--- src/rtl/cpu_defs.sv ---
// Shared CPU register-write types used by the regfile write-port arbiter and its FIFO.
package cpu_defs;

    typedef logic [4:0]  reg_idx_t;
    typedef logic [31:0] u32_t;

    typedef struct packed {
        reg_idx_t idx;
        u32_t     data;
    } regw_req_t;

    localparam reg_idx_t REG_ZERO = 5'd0;

endpackage

--- src/rtl/regw_fifo.sv ---
// Synchronous FIFO of register-write requests; pointers carry an extra wrap bit for full/empty.
module regw_fifo
    import cpu_defs::*;
#(
    parameter int unsigned DEPTH = 2
) (
    input  logic      clk,
    input  logic      rst,
    input  logic      push,
    input  regw_req_t push_req,
    input  logic      pop,
    output regw_req_t head,
    output logic      full,
    output logic      empty
);

    localparam int unsigned AW = $clog2(DEPTH);
    localparam logic [AW:0] PTR_ONE = {{AW{1'b0}}, 1'b1};

    logic [AW:0] wr_ptr_q, rd_ptr_q;
    regw_req_t   mem_q [DEPTH];

    assign empty = (wr_ptr_q == rd_ptr_q);
    assign full  = (wr_ptr_q[AW] != rd_ptr_q[AW]) &&
                   (wr_ptr_q[AW-1:0] == rd_ptr_q[AW-1:0]);
    assign head  = mem_q[rd_ptr_q[AW-1:0]];

    always_ff @(posedge clk) begin
        if (rst) begin
            wr_ptr_q <= '0;
            rd_ptr_q <= '0;
        end else begin
            if (push && !full) begin
                wr_ptr_q <= wr_ptr_q + PTR_ONE;
            end
            if (pop && !empty) begin
                rd_ptr_q <= rd_ptr_q + PTR_ONE;
            end
        end
    end

    // Storage needs no reset: entries are only read once the pointers say they are valid.
    always_ff @(posedge clk) begin
        if (push && !full) begin
            mem_q[wr_ptr_q[AW-1:0]] <= push_req;
        end
    end

endmodule

--- src/rtl/regw_arbiter.sv ---
// Regfile write-port arbiter between writeback and queued long-latency results.
// Optional perf counters are enabled with `define REGW_ARB_PERF_EN.
module regw_arbiter
    import cpu_defs::*;
#(
    parameter int unsigned FIFO_DEPTH   = 2,
    parameter int unsigned STARVE_LIMIT = 4
) (
    input  logic        clk,
    input  logic        rst,
    input  logic        wb_we,
    input  reg_idx_t    wb_idx,
    input  u32_t        wb_data,
    output logic        wb_rdy,
    input  logic        lu_valid,
    input  reg_idx_t    lu_idx,
    input  u32_t        lu_data,
    output logic        lu_rdy,
    output logic        rf_we,
    output reg_idx_t    rf_idx,
    output u32_t        rf_data,
    output logic        busy
`ifdef REGW_ARB_PERF_EN
    ,
    output logic [31:0] perf_conflict_cnt,
    output logic [31:0] perf_stall_cnt
`endif
);

    localparam logic [3:0] LIMIT = 4'(STARVE_LIMIT);

    logic      full, empty, push, fifo_grant;
    regw_req_t head;
    logic [3:0] starve_cnt_q;

    // Writes to r0 complete the handshake but are dropped before the FIFO.
    assign lu_rdy     = ~full;
    assign push       = lu_valid & ~full & (lu_idx != REG_ZERO);
    assign fifo_grant = ~empty & (~wb_we | (starve_cnt_q == LIMIT));
    assign wb_rdy     = ~(fifo_grant & wb_we);
    assign busy       = ~empty;

    regw_fifo #(
        .DEPTH (FIFO_DEPTH)
    ) u_fifo (
        .clk      (clk),
        .rst      (rst),
        .push     (push),
        .push_req ('{idx: lu_idx, data: lu_data}),
        .pop      (fifo_grant),
        .head     (head),
        .full     (full),
        .empty    (empty)
    );

    always_comb begin
        rf_we   = wb_we & (wb_idx != REG_ZERO);
        rf_idx  = wb_idx;
        rf_data = wb_data;
        if (fifo_grant) begin
            rf_we   = 1'b1;
            rf_idx  = head.idx;
            rf_data = head.data;
        end
    end

    always_ff @(posedge clk) begin
        if (rst) begin
            starve_cnt_q <= '0;
        end else if (empty || fifo_grant) begin
            starve_cnt_q <= '0;
        end else if (wb_we && (starve_cnt_q != LIMIT)) begin
            starve_cnt_q <= starve_cnt_q + 4'd1;
        end
    end

`ifdef REGW_ARB_PERF_EN
    always_ff @(posedge clk) begin
        if (rst) begin
            perf_conflict_cnt <= '0;
            perf_stall_cnt    <= '0;
        end else begin
            if (wb_we && !empty) begin
                perf_conflict_cnt <= perf_conflict_cnt + 32'd1;
            end
            if (!wb_rdy) begin
                perf_stall_cnt <= perf_stall_cnt + 32'd1;
            end
        end
    end
`endif

endmodule

--- config.mk ---
export PLATFORM = sky130hd
export DESIGN_NAME = regw_arbiter
export DESIGN_NICKNAME = d
export VERILOG_FILES = /design/src/rtl/cpu_defs.sv /design/src/rtl/regw_fifo.sv /design/src/rtl/regw_arbiter.sv
export SDC_FILE = /design/constraint.sdc
export NUM_CORES = 1
export LEC_CHECK = 0
export CORE_MARGIN = 2
export CORE_UTILIZATION = 40
export DETAILED_ROUTE_END_ITERATION = 8
export MAX_ROUTING_LAYER = met4
export PLACE_DENSITY = 0.72
export SYNTH_ARGS = -nofsm -noshare
export SYNTH_HDL_FRONTEND = slang
export SYNTH_SLANG_ARGS = --single-unit
export TNS_END_PERCENT = 10
--- constraint.sdc ---
create_clock -name clk -period 3.69 [get_ports clk]
set_input_delay 0.9225 -clock clk [delete_from_list [all_inputs] [get_ports clk]]
set_output_delay 0.9225 -clock clk [all_outputs]
set_load 0.01 [all_outputs]
==> Word-level counts from Yosys, hierarchy flattened <==
Memories as Yosys holds them, arrays and structs flattened. A register that Yosys moved wholly into a read port is not among the register bits.
Cells that the tools add are included.
{ "totals": {"register_bits": 8, "latchBits": 0, "ram_bits": 74, "rom_bits": 0, "input_bits": 78, "output_inout_bits": 41, "word_cells": 39, "n_memories": 1} }
{ "mem_list": {"columns": ["memory", "words", "width", "rd", "rd_ports_with_merged_regs", "write_ports", "line", "source"], "rows": [
  ["u_fifo.mem_q", 2, 37, 1, 1, 1, "regw_fifo.sv:21", "regw_req_t mem_q [DEPTH];"]
]} }
{ "classes": {"add_sub_neg": 3, "n_mul": 0, "n_div": 0, "order_cmp": 0, "n_eq_ne": 5, "shifts": 0, "mux": 7, "bitwise": 10, "n_reduce_logical": 10} }
{ "op_table": {"columns": ["operator", "n"], "rows": [
  ["32-bit 2-to-1 mux", 1],
  ["5-bit nonzero test", 2],
  ["1-bit bitwise AND", 5],
  ["1-bit 2-to-1 mux", 5],
  ["5-bit 2-to-1 mux", 1],
  ["2-bit by 1-bit adder with 2-bit output, second input constant", 2],
  ["4-bit by 1-bit adder with 4-bit output, second input constant", 1],
  ["4-bit by 3-bit == test with 1-bit output, second input constant", 1],
  ["1-bit logical AND", 4],
  ["4-bit by 3-bit inequality test with 1-bit output, second input constant", 1],
  ["1-bit inverter", 4],
  ["2-bit == test", 1],
  ["1-bit zero test", 2],
  ["2-bit OR reduction", 1],
  ["1-bit == test", 1],
  ["1-bit logical OR", 1],
  ["1-bit inequality test", 1],
  ["1-bit OR", 1]
]} }

==> Longest topological paths before layout <==
{ "depth": {"ltp_word": 8, "mapped_depth": 7, "ltp_nobuf": 6} }

==> By module <==
From an unflattened synthesis, not the netlist that was laid out.
{ "hier_totals": {"hier_cells": 217, "area_unflattened_um2": 3687.3} }
{ "by_module_without_submodules": {"columns": ["mod", "instances", "cells_each", "area_each_um2", "seq_area_each_um2"], "rows": [
  ["regw_fifo", 1, 148, 2942.8, 2322.2],
  ["regw_arbiter", 1, 69, 744.5, 80.1]
]} }

==> Least setup slack after synthesis <==
Ideal clock, no wire load.
{ "synth_path": {"path_type": "in2reg", "startpoint": "input port lu_idx[3]", "endpoint": "register u_fifo.wr_ptr_q[1]", "setup_ps": 121, "arrival_ps": 2991, "t_required_ps": 3569, "setup_slack_ps": 578, "path_stages": 4, "n_path_buf": 0, "cell_sequence": "or4_1 -> o21ai_2 -> nor3b_2 -> mux2_4"} }
{ "synth_via": {"elab_chain_len": 3} }
{ "synth_rtl": {"columns": ["element", "line", "source"], "rows": [
  ["start: declaration", "regw_arbiter.sv:16", "input reg_idx_t lu_idx,"],
  ["5-bit nonzero test", "regw_arbiter.sv:38", "assign push = lu_valid & ~full & (lu_idx != REG_ZERO);"],
  ["1-bit bitwise AND", "regw_arbiter.sv:38", null],
  ["1-bit logical AND", "regw_fifo.sv:33", "if (push && !full) begin"],
  ["end signal: assignment", "regw_fifo.sv:34", "wr_ptr_q <= wr_ptr_q + PTR_ONE;"],
  ["end: declaration", "regw_fifo.sv:20", "logic [AW:0] wr_ptr_q, rd_ptr_q;"]
]} }
No other way between the ends.
A chain may end at the register's enable or synchronous reset.

==> Final worst setup path <==
{ "layout_path": {"startpoint": "input port wb_we", "endpoint": "output port rf_idx[3]"} }
{ "layout_via": {"elab_chain_len": 4} }
{ "layout_rtl": {"columns": ["element", "line", "source"], "rows": [
  ["start: declaration", "regw_arbiter.sv:11", "input logic wb_we,"],
  ["1-bit inverter", "regw_arbiter.sv:39", "assign fifo_grant = ~empty & (~wb_we | (starve_cnt_q == LIMIT));"],
  ["1-bit OR", "regw_arbiter.sv:39", null],
  ["1-bit bitwise AND", "regw_arbiter.sv:39", null],
  ["5-bit 2-to-1 mux", "regw_arbiter.sv:60", "if (fifo_grant) begin"],
  ["end: declaration", "regw_arbiter.sv:20", "output reg_idx_t rf_idx,"]
]} }
No other way between the ends.

==> flow_metrics.py <==
metrics = {
    "synth": {
        "yosys-top-cells-count": "edfxtp_1 (74), nor2_1 (42), a21oi_1 (39)",
        "syn_avg_cell_area_sq_um": 13.9,
        "ys_seq_elements": 83,
        "synth_area_leaders": "edfxtp_1 (64%), mux2i_1 (11%), a21oi_1 (5.6%)",
        "yosys.area.top_type_share": 0.639,
        "yosysWarnings": 0,
        "synth_top_cell_by_area": "edfxtp_1",
        "synth-async-reset-ratio": 0,
        "synth_enable_flop_cells": 74,
        "syn-cell-area_sq_um": 3480,
        "synth-main-ff-cell": "edfxtp_1",
        "netlist_instances": 251,
        "synth.most_common_cell": "edfxtp_1",
        "yosysSeqAreaShare": 0.691,
        "ys_types": 31,
        "syn_nets": 331,
    },
    "timing": {
        "maxSlewViolCount": 0,
        "skew_ns": 0.00558,
        "setup_violations": 0,
        "fin_tns_setup_ns": 0,
        "rsz0062_at_grt": "false",
        "tightest_slew_ns": 0.566,
        "timing.fmax_mhz": 279,
        "finalCritPeriodShare": 0.970,
        "fin_crit_ns": 3.58,
        "hold_violations": 0,
        "relSlewSlack": 0.622,
    },
    "setup_path": {
        "crit_top_cell": "clkdlybuf4s50_1",
        "critical_path.slowest_cell": "clkdlybuf4s50_1",
        "path_cells": "clkdlybuf4s50_1, a22oi_4, buf_12, nor2_1, a21oi_1, clkdlybuf4s50_1",
        "required_ns": 2.77,
        "startpoint_type": "input pin",
        "path_buf_inv": 3,
        "cp.arrival_ns": 2.66,
        "crit_family": "buffers and inverters",
        "critPathCaptureType": "output pin",
        "reg2regPathDepth": 5,
        "max_stage_delay_ns": 0.57,
        "worstSetupPathType": "in -> out",
        "crit_cells": 6,
        "cp_max_fo": 32,
    },
    "floorplanning": {
        "core_sq_um": 8590,
        "start_util": 0.405,
        "die_h_microns": 97.3,
        "rows": 34,
        "num_io_pins": 119,
        "die_area_sq_um": 9460,
        "die_w_microns": 97.3,
    },
    "grt": {
        "grt_max_degree": 44,
        "grt_pass1_vias": 2391,
        "overflow": 0,
        "grt_pass1_wl_microns": 11100,
        "antenna_found_initial": 0,
        "track_usage": 0.154,
    },
    "cts": {
        "cts_buffers": 9,
        "postCtsSetupBuffers": 0,
        "cts_resized": 0,
        "clk_pin_slew_ns": 0.07,
        "clk_latency_ns": 0.34,
        "cts_hold_buf": 0,
        "clock-sinks": 83,
        "cts_root_buf": "clkbuf_8",
        "cts.path.max_buffers": 2,
        "cts_max_level": 3,
        "cts_tree": "built",
    },
    "drt": {
        "drc": 0,
        "drt-total-wl_microns": 7080,
        "wl_per_cell_microns": 14.4,
        "vias": 2359,
        "dr.pass1.iters": 4,
        "drt-vias-per-instance": 4.80,
        "ant_nets": 0,
        "first_iter_violations": 63,
    },
    "placement": {
        "detailed_place_hpwl_microns": 4880,
        "gp_congestion": 0.749,
        "dpl_cell_area_sq_um": 4830,
        "port_buffers": 118,
    },
    "min_path": {
        "min_path_cells": 1,
        "hold_path.class": "reg -> reg",
    },
    "pwr": {
        "p_per_area_nw_per_um2": 511,
        "max-vdd-ir-drop_uv": 233,
        "total_power_mw": 2.57,
        "leakagePower_nw": 1.72,
    },
    "final_layout": {
        "final_nets": 458,
        "drive_above_1_share": 0.0836,
        "stdcell_area_sq_um": 5030,
        "diodes": 0,
        "areaGrowthSynthToFinish_pct": 44.6,
        "fillers": 697,
    },
    "flow_run": {
        "maxCapViolations": 0,
    },
    "run_status": {
        "status": "finished clean",
    },
}
[layer usage]
layer / share of wire / vias up / GRT usage
met5: 0 / - / -
met4: 0.022 / 0 / 0.0769
met3: 0.045 / 12 / 0.0295
met2: 0.51 / 74 / 0.261
met1: 0.42 / 1096 / 0.175
li1: - / 1177 / -
[final cells by class]
class | instances | area (sq um) | area share
multi-input combinational | 150 | 992 | 0.197
sequential | 83 | 2400 | 0.478
timing repair buffer | 129 | 1320 | 0.262
clock buffer | 11 | 131 | 0.0261
tap | 108 | 135 | 0.0269
clock inverter | 5 | 30.0 | 0.00597
inverter | 5 | 18.8 | 0.00373
[worst reg2reg max path, delay by kind of cell, from the launching register on]
kind,cells,cell delay (ns)
xor gates and xnor gates,1,0.34
buffers and inverters,2,0.71
DFF,1,0.35
and+or+nand+nor,2,0.47
[kinds of logic after synthesis]
logic type | count (synthesis) | synth area share
DFF | 83 | 0.691
and+or+nand+nor | 61 | 0.0806
AOI/OAI and AO/OA | 44 | 0.0701
muxes | 38 | 0.111
buffers and inverters | 18 | 0.0259
xor gates and xnor gates | 5 | 0.0148
adders and majority gates | 2 | 0.00719
[flip-flops by register name (all words and copies together), names as in the netlist, named ones only]
register and flops:
u_fifo.mem_q 74, starve_cnt_q 4, u_fifo.wr_ptr_q 2, u_fifo.rd_ptr_q 2
[layout by cell type (no fill, tap or decap), types with 2 or more instances in the layout]
cell type and count:
clkbuf_8 9, xnor2_1 3, clkdlybuf4s50_1 118, clkinv_2 3, ha_1 2, buf_12 3
edfxtp_1 74, clkinvlp_4 2, nor2_1 42, a21oi_1 39, buf_4 7, o21ai_0 2
dfxtp_1 8, inv_1 5, nand2_1 5, nor4_1 3, mux2i_1 37, clkbuf_1 2
[worst paths after layout]
path                                    from                            end  slack (ns)
min             starve_cnt_q[0]$_SDFFE_PP0P_   starve_cnt_q[0]$_SDFFE_PP0P_        0.51
min reg2reg     starve_cnt_q[0]$_SDFFE_PP0P_   starve_cnt_q[0]$_SDFFE_PP0P_        0.51
max reg2reg  u_fifo.wr_ptr_q[1]$_SDFFE_PP0P_  u_fifo.mem_q[0][28]$_DFFE_PP_        1.52
max                                    wb_we                      rf_idx[3]        0.11
[per-stage QoR]
step	setup WS (ns)	hold slack, ns	instances	util
6_report	0.111	0.509	491	0.585
5_1_grt	0.0347	0.536	491	0.585
4_1_cts	0.0475	0.509	488	0.581
3_5_place_dp	0.0553	0.494	472	0.562
3_3_place_gp	0.104	0.472	472	0.562
2_1_floorplan	0.578	0.454	251	-
[report_power, final]
part | internal (mW) | switching (mW)
Combinational | 0.472 | 0.383
Sequential | 1.12 | 0.0523
Clock | 0.241 | 0.302
Total | 1.83 | 0.737
Power figures use the tool's default switching activity.
==> patch 1: new RTL, same settings <==
The option `REGW_ARB_PERF_EN` is turned on by a define.
--- a/src/rtl/regw_arbiter.sv
+++ b/src/rtl/regw_arbiter.sv
@@ -2,2 +2,4 @@
 // Optional perf counters are enabled with `define REGW_ARB_PERF_EN.
+`define REGW_ARB_PERF_EN
+
 module regw_arbiter
Formal check against the unedited RTL (old outputs only; new: perf_conflict_cnt and perf_stall_cnt): equivalent (equiv_simple and equiv_induct, registers matched by name and starting in step).
==> patch 1 against the unedited design <==
Critical path depth is 1 lower; setup slack got worse by 21 ps; cell area grew 87%; sequential cell count rose by 64; synthesized cell count rose to 2.5 times the old value; total power up 98%; synthesized area is 93% higher; wire length increased by 140%; clock power increased to 3.3 times the old value; largest cell class unchanged.
==> patch 1: results (changes against the unedited design) <==
Worst slew margin=24.5% (-38 points); Final setup viols=0 (unchanged); number of synthesized flops with an enable pin=74 (unchanged); Top Family by Delay on Critical Path=buffers and inverters; number of port buffers=182 (+54%); ANT cells=0 (unchanged); total number of vias=5604 (+140%); Top Metal Used=met4; Final #Nets=891 (+95%); Met3 Wirelength=1100 um (+250%); Total GRT Usage=19.4% (+4.1 points); largest cells by area after synthesis=edfxtp_1 33%, dfxtp_1 22%, mux2i_1 5.7%, a21oi_1 5.2%, nor2_1 4.5%; Hold Path Depth=1 (unchanged); Commonest cells post-synth=80 x nor2_1, 74 x edfxtp_1, 73 x dfxtp_1, 70 x a21oi_1, 38 x mux2i_1; hold crit path type=reg -> reg; clock skew=7.45 ps (+1.87 ps); routed len/inst=16.3 um (+13%); Clock transition at path regs=60 ps; Async SR Flop Fraction=0% (unchanged); Mapped Nets=716 (+120%); distinct cell type count after synthesis=42 (+35%); wire length on met2=8240 um (+130%); Critical Path AT=2680 ps (+20 ps); Crit Path Max Fanout=2 (-94%); initial antenna violation count=0 (unchanged); placer congestion estimate=0.835 (+11%); fraction of layout instances using a drive strength above 1=9.25% (+0.89 points); # H-tree levels=4 (+1); reg-to-reg slack, setup=1070 ps (-450 ps); max reg flops=74 (unchanged); met1 WL=7420 um (+150%); Initial DRT Pass Iterations=4 (unchanged); post-DP HPWL=11500 um (+140%); Clock Tree Root=clkbuf_16; Peak VDD IR=0.000326 V (+40%); drt first-iter violations=279 (+340%); Yosys warning count=0 (unchanged); slowest stage cell, crit path=or4_1; Filler cells=1379 (+98%); Seq/Total Area, Yosys=54.9% (-14 points); Worst Reg2Reg Path Length in Cells=5 (unchanged); worst hold slack=476 ps (-33.6 ps); largest net degree at the start of global routing=92 (+110%); TritonCTS Buffers=17 (+8); clock insertion delay at the later pin of the skew report=420 ps (+80 ps); CTS max path bufs=2 (unchanged); status=completed; global-route wire length before repair=26900 um (+140%); Static Leak=3.13 nW (+82%); slowest stage delay, CP=570 ps (about the same); Main synth FF type=edfxtp_1; number of global-route vias before repair=5454 (+130%)
## patch 1: where the power goes
part	total, W	leakage [nW]	switching [W]	internal, W
Combinational	0.00134	1.55	0.000687	0.000652
Sequential	0.00195	1.28	0.0000820	0.00187
Clock	0.00179	0.298	0.000705	0.00108
Total	0.00507	3.13	0.00147	0.00360
## patch 1: through the flow
stage / setup slack, ps / area, um2 / utilization, % / TNS, ps / instances
after global placement: 63.4 / 8780 / 53.1 / 0 / 1008
after CTS: 16.5 / 9400 / 56.9 / 0 / 1040
final: 90.5 / 9430 / 57.1 / 0 / 1042
after floorplan: 299 / 6720 / - / 0 / 634
after global routing: -4.94 / 9430 / 57.1 / -8.61 / 1042
after detailed placement: -0.769 / 8780 / 53.1 / -0.769 / 1008
## patch 1: layout make-up
cell class | instances | share of cell area (%)
flip-flops and latches | 147 | 39.1
clock inverters | 15 | 2.03
well taps | 220 | 2.92
multi-input cells | 438 | 30.3
repair buffers | 196 | 20.8
clock buffers | 17 | 4.51
inverters | 9 | 0.358
## patch 1: timing repair
item	4_1_cts	5_1_grt
cloned	0	1
hold buffers	0	0
pin swaps	0	1
hold endpoints to repair	0	0
setup buffers	0	1
resized for setup	2	2
setup endpoints to repair	1	36
## patch 1: routing by layer
layer  track usage (%)  vias to the layer above
li1                  -                     2731
met1              23.3                     2671
met2              32.0                      184
met3              4.91                       18
met4              6.74                        0
met5                 -                        -
## patch 1: final timing paths
| check | start | end |
|---|---|---|
| setup / recovery | wb_idx[3] | rf_we |
| hold / removal | starve_cnt_q[0]$_SDFFE_PP0P_ | starve_cnt_q[0]$_SDFFE_PP0P_ |
| setup reg to reg | u_fifo.rd_ptr_q[1]$_SDFFE_PP0P_ | u_fifo.wr_ptr_q[1]$_SDFFE_PP0P_ |
| hold reg to reg | starve_cnt_q[0]$_SDFFE_PP0P_ | starve_cnt_q[0]$_SDFFE_PP0P_ |
## patch 1: logic make-up after synthesis
group	count (synthesis)	share of synthesized area, %
adder cells (fa/ha/maj)	4	0.745
flip-flops	147	54.9
AO/OA/AOI/OAI	118	10.3
AND/OR/NAND/NOR	238	19.2
buffers and inverters	49	2.98
multiplexers	59	9.19
XOR/XNOR	19	2.70
==> patch 2: new RTL, same settings <==
Without the edit above. Set the parameter `FIFO_DEPTH` to 4 (it was 2).
--- a/src/rtl/regw_arbiter.sv
+++ b/src/rtl/regw_arbiter.sv
@@ -5,3 +5,3 @@
 #(
-    parameter int unsigned FIFO_DEPTH   = 2,
+    parameter int unsigned FIFO_DEPTH   = 4,
     parameter int unsigned STARVE_LIMIT = 4
Function: changed (Yosys sat finds a counterexample within 4 cycles, from zero or initial values and one cycle with rst high).
==> patch 2 against the unedited design <==
Synthesized area grew 91%; critical path depth is the same; cell area grew 72%; global-route usage shrank 0.43 points; cell count grew 38%; setup slack lost 35 ps; largest power group unchanged; total power grew 88%; count of clock-buffer cells in the layout grew 10; die area grew 87%; wire length grew 67%; sequential cell count grew 77; register-to-register slack lost 290 ps.
==> patch 2: results (changes against the unedited design) <==
Setup WS pre-CTS=65.2 ps (+9.85 ps); Synth Area in Adders=1.32% (+0.60 points); Crit Path Max Fanout=12 (-63%); dpl cells=644 (+36%); Commonest cells post-synth=148 x edfxtp_1, 37 x mux2_4, 37 x mux4_2, 13 x nor2_1, 12 x dfxtp_1; post-synthesis mux area share=21.6% (+10 points); routed len/inst=17.5 um (+21%); Static Leak=2.92 nW (+70%); number of global-route vias before repair=3586 (+50%); Placed Area=8070 um2 (+67%); worst hold slack=489 ps (-20.8 ps); P_int=0.00372 W (+100%); number of synthesized flops with an enable pin=148 (+100%); # H-tree levels=4 (+1); TritonCTS Buffers=17 (+8); max reg flops=148 (+100%); Mapped Nets=396 (+20%); Filler cells=1277 (+83%); status=completed; Total GRT Usage=14.9% (-0.43 points); largest cells by area after synthesis=edfxtp_1 67%, mux4_2 13%, mux2_4 8.4%, dfxtp_1 3.6%, ha_1 1.3%; fraction of layout instances using a drive strength above 1=26.8% (+18 points); worst setup slack after layout=76.6 ps (-34.6 ps); drt first-iter violations=160 (+150%); reg-to-reg slack, setup=1230 ps (-290 ps)
## patch 2: cell types whose count changed in the layout (fill, tap and decap cells not counted), moves of 3 or more
cell       delta
a21oi_1      -37
mux2_4       +36
nor4_1        -3
nor2_1       -29
xor2_1        +3
edfxtp_1     +74
clkbuf_16    +16
mux4_2       +37
ha_1          +5
mux2i_1      -35
and2_2        +3
clkbuf_8      -9
## patch 2: per-layer routing
| layer | global-route usage (%) | wire length (um) |
|---|---|---|
| met5 | - | 0 |
| met4 | 5.62 | 166 |
| met3 | 4.25 | 674 |
| met2 | 25.0 | 6240 |
| met1 | 17.2 | 4760 |
## patch 2: layout make-up
class                           instances  area share [%]
Inverter                                7           0.304
Multi-Input combinational cell        130            21.0
Tap cell                              220            3.19
Timing Repair Buffer                  127            14.8
Clock inverter                         11            1.33
Clock buffer                           21            5.10
Sequential cell                       160            54.3
## patch 2: final timing paths
path	start	endpoint	cells after the start
setup / recovery	wb_we	rf_data[24]	6
hold / removal	starve_cnt_q[0]$_SDFFE_PP0P_	starve_cnt_q[0]$_SDFFE_PP0P_	1
setup reg to reg	u_fifo.wr_ptr_q[1]$_SDFFE_PP0P_	u_fifo.mem_q[2][16]$_DFFE_PP_	4
hold reg to reg	starve_cnt_q[0]$_SDFFE_PP0P_	starve_cnt_q[0]$_SDFFE_PP0P_	1
## patch 2: what timing repair did
item / CTS / global route
gates resized for setup: 0 / 1
buffers inserted: 0 / 0
setup endpoints to repair: 0 / 5
## patch 2: power by group through the flow
stage	combinational [W]	clock, W	sequential [W]
2_1_floorplan	0.000695	0	0.00214
3_3_place_gp	0.00107	0	0.00214
3_5_place_dp	0.00109	0	0.00215
4_1_cts	0.00109	0.00168	0.00211
5_1_grt	0.00115	0.00176	0.00212
6_report	0.00107	0.00165	0.00211
## patch 2: worst max-delay path, stage by stage
cell and delay [ps]:
clkdlybuf4s50_1 490, inv_1 60, o32a_4 230, buf_12 170, mux2_4 300, clkdlybuf4s50_1 500
## patch 2: cells by family (layout without fill, tap and decap cells)
family / after synthesis / in the layout
mux: 78 / 78
simple gates: 32 / 32
xor+xnor: 7 / 7
fa+ha+maj: 7 / 7
compound gates: 6 / 6
buf+inv: 21 / 166
flops: 160 / 160
## patch 2: through the flow
step / total power, W / util, %
floorplan: 0.00284 / -
global placement: 0.00322 / 49.2
detailed placement: 0.00324 / 49.2
CTS: 0.00488 / 52.5
global route: 0.00503 / 52.6
finish: 0.00483 / 52.6
